**config.mk**
```make
export PLATFORM = sky130hd
export DESIGN_NAME = keypad_scanner
export DESIGN_NICKNAME = d
export VERILOG_FILES = /design/src/rtl/keypad_scanner.sv
export SDC_FILE = /design/constraint.sdc
export NUM_CORES = 1
export LEC_CHECK = 0
export CELL_PAD_IN_SITES_DETAIL_PLACEMENT = 1
export CELL_PAD_IN_SITES_GLOBAL_PLACEMENT = 1
export CORE_ASPECT_RATIO = 0.9
export CORE_MARGIN = 1
export CORE_UTILIZATION = 49
export CTS_CLUSTER_SIZE = 25
export DETAILED_ROUTE_END_ITERATION = 8
export PLACE_DENSITY_LB_ADDON = 0.1
export RECOVER_POWER = 50
export SLEW_MARGIN = 20
export SYNTH_ARGS = -nofsm -noshare
export SYNTH_HDL_FRONTEND = slang
export SYNTH_SLANG_ARGS = --single-unit
```
**constraint.sdc**
```tcl
create_clock -name clk -period 13.7 [get_ports clk]
set_input_delay 2.74 -clock clk [delete_from_list [all_inputs] [get_ports clk]]
set_output_delay 2.74 -clock clk [all_outputs]
set_load 0.02 [all_outputs]
```
**src/rtl/keypad_scanner.sv**
```systemverilog
// keypad_scanner: 4x4 active-high key matrix scanner.
// Drives one row at a time with a blanking gap at the start of every row
// slot, samples the synchronized columns at the end of the slot, and
// debounces whole 16-bit frames. One strobe is issued per accepted press.
module keypad_scanner #(
    parameter int SCAN_DIV       = 8192,
    parameter int SETTLE         = 100,
    parameter int DEBOUNCE_SCANS = 4
) (
    input  logic       clk,
    input  logic       rst_n,
    input  logic       i_en,
    input  logic [3:0] col_in,
    output logic [3:0] row_sel,
    output logic       o_key_valid,
    output logic [3:0] o_key_code,
    output logic       o_key_held,
    output logic       o_multi_key
);

    localparam int CNT_W = (SCAN_DIV > 2) ? $clog2(SCAN_DIV) : 1;
    localparam int DB_W  = $clog2(DEBOUNCE_SCANS + 1);

    localparam logic [CNT_W-1:0] CNT_LAST = CNT_W'(SCAN_DIV - 1);
    localparam logic [CNT_W-1:0] CNT_PRE  = CNT_W'(SETTLE - 1);
    localparam logic [DB_W-1:0]  DB_MAX   = DB_W'(DEBOUNCE_SCANS);

    localparam logic [1:0] ST_IDLE     = 2'd0;
    localparam logic [1:0] ST_DEBOUNCE = 2'd1;
    localparam logic [1:0] ST_PRESSED  = 2'd2;

    // Column synchronizer
    logic [3:0] col_m_q;
    logic [3:0] col_s_q;

    // Scan timing
    logic [CNT_W-1:0] cnt_q;
    logic [1:0]       ridx_q;
    logic [3:0]       row_sel_q;
    logic             started_q;
    logic             sample_en;

    // Frame capture
    logic [11:0] frame_acc_q;
    logic [15:0] frame_q;
    logic        frame_done_q;

    // Frame classification
    logic [4:0] nkeys;
    logic [3:0] key_idx;

    // Debounce FSM and outputs
    logic [1:0]      state_q, state_d;
    logic [3:0]      cand_q, cand_d;
    logic [DB_W-1:0] stab_q, stab_d;
    logic [DB_W-1:0] rel_q, rel_d;
    logic            valid_q, valid_d;
    logic [3:0]      code_q, code_d;
    logic            held_q, held_d;
    logic            multi_q, multi_d;
    logic            accept;

    // Two-flop synchronizer; keeps running while the scan is disabled.
    always_ff @(posedge clk or negedge rst_n) begin
        if (!rst_n) begin
            col_m_q <= 4'd0;
            col_s_q <= 4'd0;
        end else begin
            col_m_q <= col_in;
            col_s_q <= col_m_q;
        end
    end

    // Slot counter, row index and registered row drive. The first enabled
    // edge after reset/disable behaves as a slot wrap, so row 0 comes first.
    always_ff @(posedge clk or negedge rst_n) begin
        if (!rst_n) begin
            cnt_q     <= '0;
            ridx_q    <= 2'd3;
            row_sel_q <= 4'd0;
            started_q <= 1'b0;
        end else if (!i_en) begin
            cnt_q     <= '0;
            ridx_q    <= 2'd3;
            row_sel_q <= 4'd0;
            started_q <= 1'b0;
        end else if (!started_q || cnt_q == CNT_LAST) begin
            cnt_q     <= '0;
            ridx_q    <= ridx_q + 2'd1;
            row_sel_q <= 4'd0;
            started_q <= 1'b1;
        end else begin
            cnt_q <= cnt_q + 1'b1;
            if (cnt_q == CNT_PRE) begin
                row_sel_q <= 4'b0001 << ridx_q;
            end
        end
    end

    assign sample_en = started_q && (cnt_q == CNT_LAST);

    // Column sampling at slot end; the row-3 sample completes the frame.
    always_ff @(posedge clk or negedge rst_n) begin
        if (!rst_n) begin
            frame_acc_q  <= 12'd0;
            frame_q      <= 16'd0;
            frame_done_q <= 1'b0;
        end else if (!i_en) begin
            frame_acc_q  <= 12'd0;
            frame_q      <= 16'd0;
            frame_done_q <= 1'b0;
        end else begin
            frame_done_q <= 1'b0;
            if (sample_en) begin
                if (ridx_q == 2'd3) begin
                    frame_q      <= {col_s_q, frame_acc_q};
                    frame_done_q <= 1'b1;
                end else begin
                    for (int r = 0; r < 3; r++) begin
                        if (ridx_q == 2'(r)) begin
                            frame_acc_q[r*4 +: 4] <= col_s_q;
                        end
                    end
                end
            end
        end
    end

    // Popcount of the completed frame plus the index of a set key.
    always_comb begin
        nkeys   = 5'd0;
        key_idx = 4'd0;
        for (int i = 0; i < 16; i++) begin
            if (frame_q[i]) begin
                nkeys   = nkeys + 5'd1;
                key_idx = 4'(i);
            end
        end
    end

    // Debounce FSM; only advances on frame_done.
    always_comb begin
        state_d = state_q;
        cand_d  = cand_q;
        stab_d  = stab_q;
        rel_d   = rel_q;
        valid_d = 1'b0;
        code_d  = code_q;
        held_d  = held_q;
        multi_d = multi_q;
        accept  = 1'b0;
        if (frame_done_q) begin
            multi_d = (nkeys > 5'd1);
            case (state_q)
                ST_IDLE: begin
                    if (nkeys == 5'd1) begin
                        cand_d = key_idx;
                        stab_d = DB_W'(1);
                        if (DEBOUNCE_SCANS == 1) begin
                            accept = 1'b1;
                        end else begin
                            state_d = ST_DEBOUNCE;
                        end
                    end
                end
                ST_DEBOUNCE: begin
                    if (nkeys == 5'd1) begin
                        if (key_idx == cand_q) begin
                            stab_d = stab_q + DB_W'(1);
                            if (stab_q + DB_W'(1) == DB_MAX) begin
                                accept = 1'b1;
                            end
                        end else begin
                            cand_d = key_idx;
                            stab_d = DB_W'(1);
                        end
                    end else begin
                        state_d = ST_IDLE;
                    end
                end
                ST_PRESSED: begin
                    if (nkeys == 5'd0) begin
                        rel_d = rel_q + DB_W'(1);
                        if (rel_q + DB_W'(1) == DB_MAX) begin
                            held_d  = 1'b0;
                            state_d = ST_IDLE;
                        end
                    end else begin
                        rel_d = '0;
                    end
                end
                default: state_d = ST_IDLE;
            endcase
            if (accept) begin
                valid_d = 1'b1;
                code_d  = cand_d;
                held_d  = 1'b1;
                rel_d   = '0;
                state_d = ST_PRESSED;
            end
        end
    end

    // FSM and output registers; disable clears everything and wins over a
    // coincident frame_done.
    always_ff @(posedge clk or negedge rst_n) begin
        if (!rst_n) begin
            state_q <= ST_IDLE;
            cand_q  <= 4'd0;
            stab_q  <= '0;
            rel_q   <= '0;
            valid_q <= 1'b0;
            code_q  <= 4'd0;
            held_q  <= 1'b0;
            multi_q <= 1'b0;
        end else if (!i_en) begin
            state_q <= ST_IDLE;
            cand_q  <= 4'd0;
            stab_q  <= '0;
            rel_q   <= '0;
            valid_q <= 1'b0;
            code_q  <= 4'd0;
            held_q  <= 1'b0;
            multi_q <= 1'b0;
        end else begin
            state_q <= state_d;
            cand_q  <= cand_d;
            stab_q  <= stab_d;
            rel_q   <= rel_d;
            valid_q <= valid_d;
            code_q  <= code_d;
            held_q  <= held_d;
            multi_q <= multi_d;
        end
    end

    assign row_sel     = row_sel_q;
    assign o_key_valid = valid_q;
    assign o_key_code  = code_q;
    assign o_key_held  = held_q;
    assign o_multi_key = multi_q;

endmodule

```
==> results of run 1 <==
-- worst max-delay path by stage --
stage                            from               endpoint  slack (ns)  cells after the start
2_1_floorplan  frame_q[0]$_DFFE_PN0P_   rel_q[0]$_DFFE_PN0P_        4.20                     53
3_3_place_gp   frame_q[1]$_DFFE_PN0P_  stab_q[0]$_DFFE_PN0P_        3.45                     53
3_5_place_dp   frame_q[0]$_DFFE_PN0P_  stab_q[0]$_DFFE_PN0P_        2.69                     54
4_1_cts        frame_q[0]$_DFFE_PN0P_  stab_q[0]$_DFFE_PN0P_        2.64                     54
5_1_grt        frame_q[0]$_DFFE_PN0P_  stab_q[0]$_DFFE_PN0P_        1.89                     54
6_report       frame_q[0]$_DFFE_PN0P_  stab_q[0]$_DFFE_PN0P_        2.69                     54
-- flip-flops by register name, indices dropped and copies added, names as in the netlist --
name and flops:
o_key_valid 1, col_s_q 4, frame_done_q 1, o_multi_key 1, row_sel 4, ridx_q 2, frame_q 16, rel_q 3
cnt_q 13, state_q 2, o_key_held 1, o_key_code 4, cand_q 4, col_m_q 4, started_q 1, frame_acc_q 12
stab_q 3
-- cells in the mapped netlist, types with 4 or more instances --
| master | number | area, um^2 |
|---|---|---|
| dfrtp_1 | 74 | 1850 |
| nor2_1 | 74 | 278 |
| nand2_1 | 45 | 169 |
| xnor2_1 | 34 | 298 |
| mux2i_1 | 28 | 280 |
| nand3_1 | 26 | 130 |
| ha_1 | 24 | 300 |
| inv_1 | 23 | 86.3 |
| a21oi_1 | 19 | 95.1 |
| xor2_1 | 16 | 140 |
| clkbuf_1 | 15 | 56.3 |
| mux2_2 | 13 | 146 |
| o21ai_0 | 11 | 55.1 |
| xnor3_1 | 7 | 158 |
| nand4_1 | 6 | 37.5 |
| nor3_1 | 6 | 30.0 |
| and2_1 | 5 | 31.3 |
| and3_1 | 5 | 31.3 |
| nand2b_1 | 5 | 31.3 |
| o211ai_1 | 5 | 37.5 |
| nor3_2 | 4 | 40.0 |
| nor3b_1 | 4 | 30.0 |
| or2_2 | 4 | 25.0 |
| xnor2_2 | 4 | 65.1 |
-- cells in the final DEF, fill, tap and decap left out, types with 4 or more instances in the layout --
cell              n
clkbuf_16         9
nand2_1          45
and2_1            5
nand3_1          26
nor2_1           74
nand2b_1          5
or2_2             4
o21ai_0          11
nor3_2            4
xor2_1           16
xnor2_2           4
o211ai_1          5
and3_1            5
nor3_1            6
a21oi_1          19
inv_1            23
mux2_2           13
xnor3_1           7
ha_1             24
mux2i_1          28
xnor2_1          34
dlygate4sd3_1     4
nor3b_1           4
nand4_1           6
clkdlybuf4s50_1  12
dfrtp_1          74
-- kinds of logic after synthesis --
| logic type | Yosys count |
|---|---|
| multiplexers | 42 |
| AO/OA/AOI/OAI | 76 |
| AND/OR/NAND/NOR | 211 |
| XOR/XNOR | 68 |
| flip-flops | 76 |
| adder cells (fa/ha/maj) | 24 |
| buffers and inverters | 46 |
-- final cells by class --
cell class | instances | area (um^2)
fillers | 1159 | 4550
clock inverters | 7 | 73.8
inverters | 23 | 86.3
repair buffers | 19 | 179
clock buffers | 9 | 225
multi-input cells | 421 | 3150
flip-flops and latches | 76 | 1900
well taps | 129 | 161
-- layer usage --
metal	vias up	routed length, um
met5	-	0
met4	0	142
met3	12	246
met2	53	5930
met1	1960	5860
li1	1909	-
-- power by group through the flow --
stage               sequential (mW)  combinational [mW]  clock [mW]
floorplan                     0.237              0.0104           0
global placement              0.237              0.0189           0
detailed placement            0.238              0.0198           0
CTS                           0.234              0.0201       0.243
global route                  0.234              0.0218       0.250
finish                        0.234              0.0191       0.239
-- worst register-to-register path: cells and delay by family (launching register included) --
kind                       cells  cell delay [ns]
and+or+nand+nor               16             2.51
AOI/OAI and AO/OA             13             1.90
xor gates and xnor gates       5             1.39
buffers and inverters          6             0.52
muxes                          1             0.11
adders and majority gates     13             4.10
DFF                            1             0.38
==> results.md, run 1 <==
* Status: complete, but fails checks
* Failing checks: capacitance limit, slew limit
* Global-route wire length before repair at approximately 21000 um
* Total global routing track utilization at 0.234
* Post-layout util at 0.559
* Crit path required time at 13.92 ns
* Post-Synth Simple-Gate Area at 0.200
* Final Hold Fails at 0
* DP Worst Slack at 2.69 ns
* Vias at 3934
* H-tree lvl count at 3
* Worst path most repeated cell: ha_1
* Flop pwr share at 0.476
* Initial DRC Count at 148
* Unrepaired setup endpoints after global routing: false
* Max frequency at just over 0.09 GHz
* Die X at 111 um
* Vias in the first global route at about 4200
* Post-route ant nets at 0
* CP arrival at 11.23 ns
* Layout Skew at 0.00796 ns
* Site Rows at 35
* Syn_area_per_cell at roughly 9.7 um^2
* Hold-critical path endpoint: col_s_q[2]$_DFF_PN0_
* Post-synthesis async set-or-reset flop share at 1.00
* Post-synthesis mux area share at 0.0837
* Met3 Use GR at 0.0223
* Post-synthesis compound-gate area fraction at 0.100
* Bufs and invs on worst path at 6
* Seq cells post-synth at 76
* Adder-Cell Fraction of Synth Area at 0.0570
* R2R depth at between 50 and 60
* Post-synthesis sequential area ratio at 0.362
* Share of power burned in combinational logic at 0.039
* Worst setup EP type: register
* Total power draw at around 490 uW
* Ant diodes at 0
* Pwr/cell area at about 85 mW/mm^2
* Pint at 379 uW
* EDFF count, synth at 0
* Synth-to-layout area growth at 9.79%
* Total of max-cap violations at 1
* Reg2Reg Capture Point: stab_q[0]$_DFFE_PN0P_
* WHS Path Cells at 0
* Final setup vio count at 0
* Met2 usage at 0.404
* Placed insts at 668
* Top delay family on crit path: adder cells
* Top Ports at 18
* Hold Crit Start: col_m_q[2]$_DFF_PN0_
* Switching power at 113 uW
* CTS resizes at 0
* Post-Syn Nets at 574
* Tcrit/Tclk final at 0.804
* Min Hold Slack at 0.364 ns
* TritonCTS buffer count at 9
* Clock sinks at 76
* Largest family of logic cells by synthesized area: simple AND/OR/NAND/NOR gates
* Post-Synthesis Cells at 543
* Net count, final at 581
* Actual slew at the worst max-slew pin at 4.01 ns
* Initial Util at 0.509
* Synth warn at 0
* Worst skew pair latency at roughly 0.34 ns
* Hold WC Path Type: reg -> reg
* Met1 Use GR at 0.313
* IO Port Bufs at 17
* Layout cells sized above 1 at 0.119
* CP startpoint kind: register
* Reg2reg setup slack at 2.69 ns
* Lkg Pwr at between 2 and 3 nW
* Core area at 0.0103 mm^2
* WL/cell at about 18 um
* Die H at 100 um
* Worst path max stage delay at 0.47 ns
* Drt via density at roughly 5.8
* CP Class: reg -> reg
* Detailed placer's ending HPWL at 8750 um
* Setup TNS at 0 ns
* Reg2reg start: frame_q[0]$_DFFE_PN0P_
* CTS tree: built
* Clock share of power at 0.486
* Post-synthesis xor/xnor area fraction at 0.157
* Most Used Layer, Global Route: met2
* DP Area at 0.00549 mm^2
* Initial DRT Pass Iterations at 4
* Worst-path maximum fanout at 10
* Tmin final at 11.01 ns
* Slew headroom at -1.67
* Final Max Tran Viols at 77
* Non-filler cells, final at 684
* Switch share at 0.230
* Crit-path slowest cell: and3_1
* Min setup slack post-route at between 2 and 3 ns
* Top FF cell, synth: dfrtp_1
* Final wirelength at roughly 12000 um
* Pin count of the biggest net entering global routing at 77
* Post-Layout Inst Area at a little under 0.006 mm^2
* Clock Path Buffers at 2
* Root buf cell: clkbuf_16
* Cts hold-fix bufs at 0
* Peak VDD IR at 0.0784 mV
* Total grt overflow at 0
* DR DRC count at 0
* Post-CTS setup buffer count at 0
* Initial antenna violation count at 0
* Worst-path clk slew at 0.06 ns
* Full die area at 0.0112 mm^2
* Yosys cell types at 74
* Syn Std Cell Area at 0.00527 mm^2
* Final GP Congestion at 0.789
No activity file was read; power rests on OpenSTA's default activity.
==> run 2: changes to the inputs <==
--- a/config.mk
+++ b/config.mk
@@ -9,7 +9,7 @@
 export CELL_PAD_IN_SITES_GLOBAL_PLACEMENT = 1
 export CORE_ASPECT_RATIO = 0.9
 export CORE_MARGIN = 1
-export CORE_UTILIZATION = 49
+export CORE_UTILIZATION = 44
 export CTS_CLUSTER_SIZE = 25
 export DETAILED_ROUTE_END_ITERATION = 8
 export PLACE_DENSITY_LB_ADDON = 0.1
==> constraint.sdc (replaced) <==
create_clock -name clk -period 9.5 [get_ports clk]
set_input_delay 1.9 -clock clk [delete_from_list [all_inputs] [get_ports clk]]
set_output_delay 1.9 -clock clk [all_outputs]
set_load 0.02 [all_outputs]
==> results.md, run 2 (synthesized netlist as in run 1, its figures left out) <==
* Status: complete, but fails checks
* Failing checks: capacitance limit, slew limit
* Full die area at 0.0124 mm^2
* Tcrit/Tclk final at 0.975
* Max frequency at 0.108 GHz
* Most common cell after layout, fill and taps aside: dfrtp_1
* DR DRC count at 0
* Clock sinks at 76
* Lkg Pwr at around 3.1 nW
* Largest regs: frame_q x16, cnt_q x13, frame_acc_q x12
* Total grt overflow at 0
* Top Ports at 18
* Crit-path slowest cell: dfrtp_1
* IO Port Bufs at 17
* Die H at 106 um
* CP startpoint kind: register
* Initial Util at 0.457
* Initial antenna violation count at 0
* Global-route wire length before repair at 22400 um
* Die X at roughly 120 um
* Final Max Tran Viols at 77
* Peak VDD IR at 0.120 mV
* Actual slew at the worst max-slew pin at 4.06 ns
* Most frequent cells in the layout: 74 x dfrtp_1, 72 x nor2_1, 59 x buf_4
* CTS tree: built
* H-tree lvl count at 3
* Pwr/cell area at about 110 mW/mm^2
* Total power draw at just over 700 uW
* Ant diodes at 0
* Post-route ant nets at 0
* Worst-path clk slew at 0.06 ns
* Top reg by flops: frame_q
* Min Hold Slack at 0.346 ns
* Final wirelength at roughly 14000 um
* Total global routing track utilization at 0.227
* CP arrival at 9.49 ns
* Layout cells sized above 1 at 0.269
* Layout Skew at 0.00544 ns
* # fillers at 1267
* Root buf cell: clkbuf_16
* Net count, final at 640
* Final setup vio count at 0
* Slew headroom at -1.70
* Initial DRT Pass Iterations at 4
* Vias at 4158
* Max reg flops at 16
* Site Rows at 37
* Vias in the first global route at 4490
* Crit path required time at between 9 and 10 ns
* Pin count of the biggest net entering global routing at 77
* Detailed placer's ending HPWL at a little over 9000 um
* CP Class: reg -> reg
* Core area at 0.0115 mm^2
* Multi-input logic area at 0.00350 mm^2
* Hold WC Path Type: reg -> reg
* Worst-path maximum fanout at 7
* Total of max-cap violations at 1
* Worst path max stage delay at 0.39 ns
* Clock Path Buffers at 2
* Worst setup EP type: register
* Reg area at 0.00190 mm^2
* DP Area at 0.00574 mm^2
* Worst skew pair latency at 0.33 ns
* Final Hold Fails at 0
* Final GP Congestion at 0.785
* Tmin final at around 9.3 ns
* Synth-to-layout area growth at 25.7%
* TritonCTS buffer count at 9
* Worst path most repeated cell: buf_4
* Post-Layout Inst Area at around 0.0066 mm^2
* Post-layout util at 0.574
* WL/cell at ~18 um
* Drt via density at 5.40
* Initial DRC Count at 171
## run 2: changes by cell type in the layout (fill, tap and decap cells not counted), sizes merged
| cell | before | now |
|---|---|---|
| clkinv | 3 | 1 |
| inv | 25 | 23 |
| buf | 2 | 61 |
| clkinvlp | 1 | 0 |
| clkbuf | 10 | 15 |
## run 2: final cells by class
class / instances / share of cell area
Tap cell: 156 / 0.0295
Clock buffer: 14 / 0.0399
Inverter: 23 / 0.0130
Clock inverter: 2 / 0.00529
Timing Repair Buffer: 78 / 0.0964
Multi-Input combinational cell: 421 / 0.528
Sequential cell: 76 / 0.288
## run 2: power by group
part / leakage [nW] / internal [mW] / switching, mW
registers: 1.02 / 0.332 / 0.00492
clock network: 0.147 / 0.218 / 0.125
logic: 1.96 / 0.00946 / 0.0182
## run 2: timing repair
action | CTS | global route
pin swaps | 18 | 27
endpoints found under the setup margin | 19 | 19
hold buffers | 0 | 0
gates cloned | 0 | 0
setup buffers | 12 | 17
resized for setup | 26 | 40
## run 2: worst paths after layout
path	slack, ns	endpoint	depth (start not counted)	from
max in group asynchronous	4.24	col_m_q[2]$_DFF_PN0_	1	rst_n
min	0.35	col_s_q[1]$_DFF_PN0_	0	col_m_q[1]$_DFF_PN0_
max	0.24	cand_q[3]$_DFFE_PN0P_	56	frame_q[0]$_DFFE_PN0P_
max reg2reg	0.24	cand_q[3]$_DFFE_PN0P_	56	frame_q[0]$_DFFE_PN0P_
min in group asynchronous	2.98	cnt_q[4]$_DFF_PN0_	1	rst_n
min reg2reg	0.35	col_s_q[1]$_DFF_PN0_	0	col_m_q[1]$_DFF_PN0_
## run 2: stage by stage
step                std cells  TNS, ns  setup WS [ns]
CTS                       753        0         0.0144
global placement          725    -1.01         -0.155
finish                    770        0          0.235
global route              770    -2.05         -0.180
detailed placement        725   -12.16         -0.739
floorplan                 543        0        0.00376
## run 2: per-layer routing
metal  track usage  up-vias  share of wire
met5             0        -              0
met4        0.0631        0          0.011
met3        0.0346       12          0.017
met2         0.400       36           0.50
met1         0.288     2091           0.47
li1              -     2019              -
## run 2: worst max-delay path, delay by kind of cell (launching register included)
family          cells  cell delay, ns
fa+ha+maj          12            3.10
compound gates     13            1.69
buf+inv            14            1.44
xor+xnor            3            0.80
mux                 3            0.60
simple gates       11            1.11
flops               1            0.39
==> run 3: changes to the inputs <==
--- a/config.mk
+++ b/config.mk
@@ -12,6 +12,7 @@
 export CORE_UTILIZATION = 44
 export CTS_CLUSTER_SIZE = 25
 export DETAILED_ROUTE_END_ITERATION = 8
+export GPL_ROUTABILITY_DRIVEN = 1
 export PLACE_DENSITY_LB_ADDON = 0.1
 export RECOVER_POWER = 50
 export SLEW_MARGIN = 20
==> results of run 3 <==
The final DEF is identical to that of run 2; final timing and power are the same.
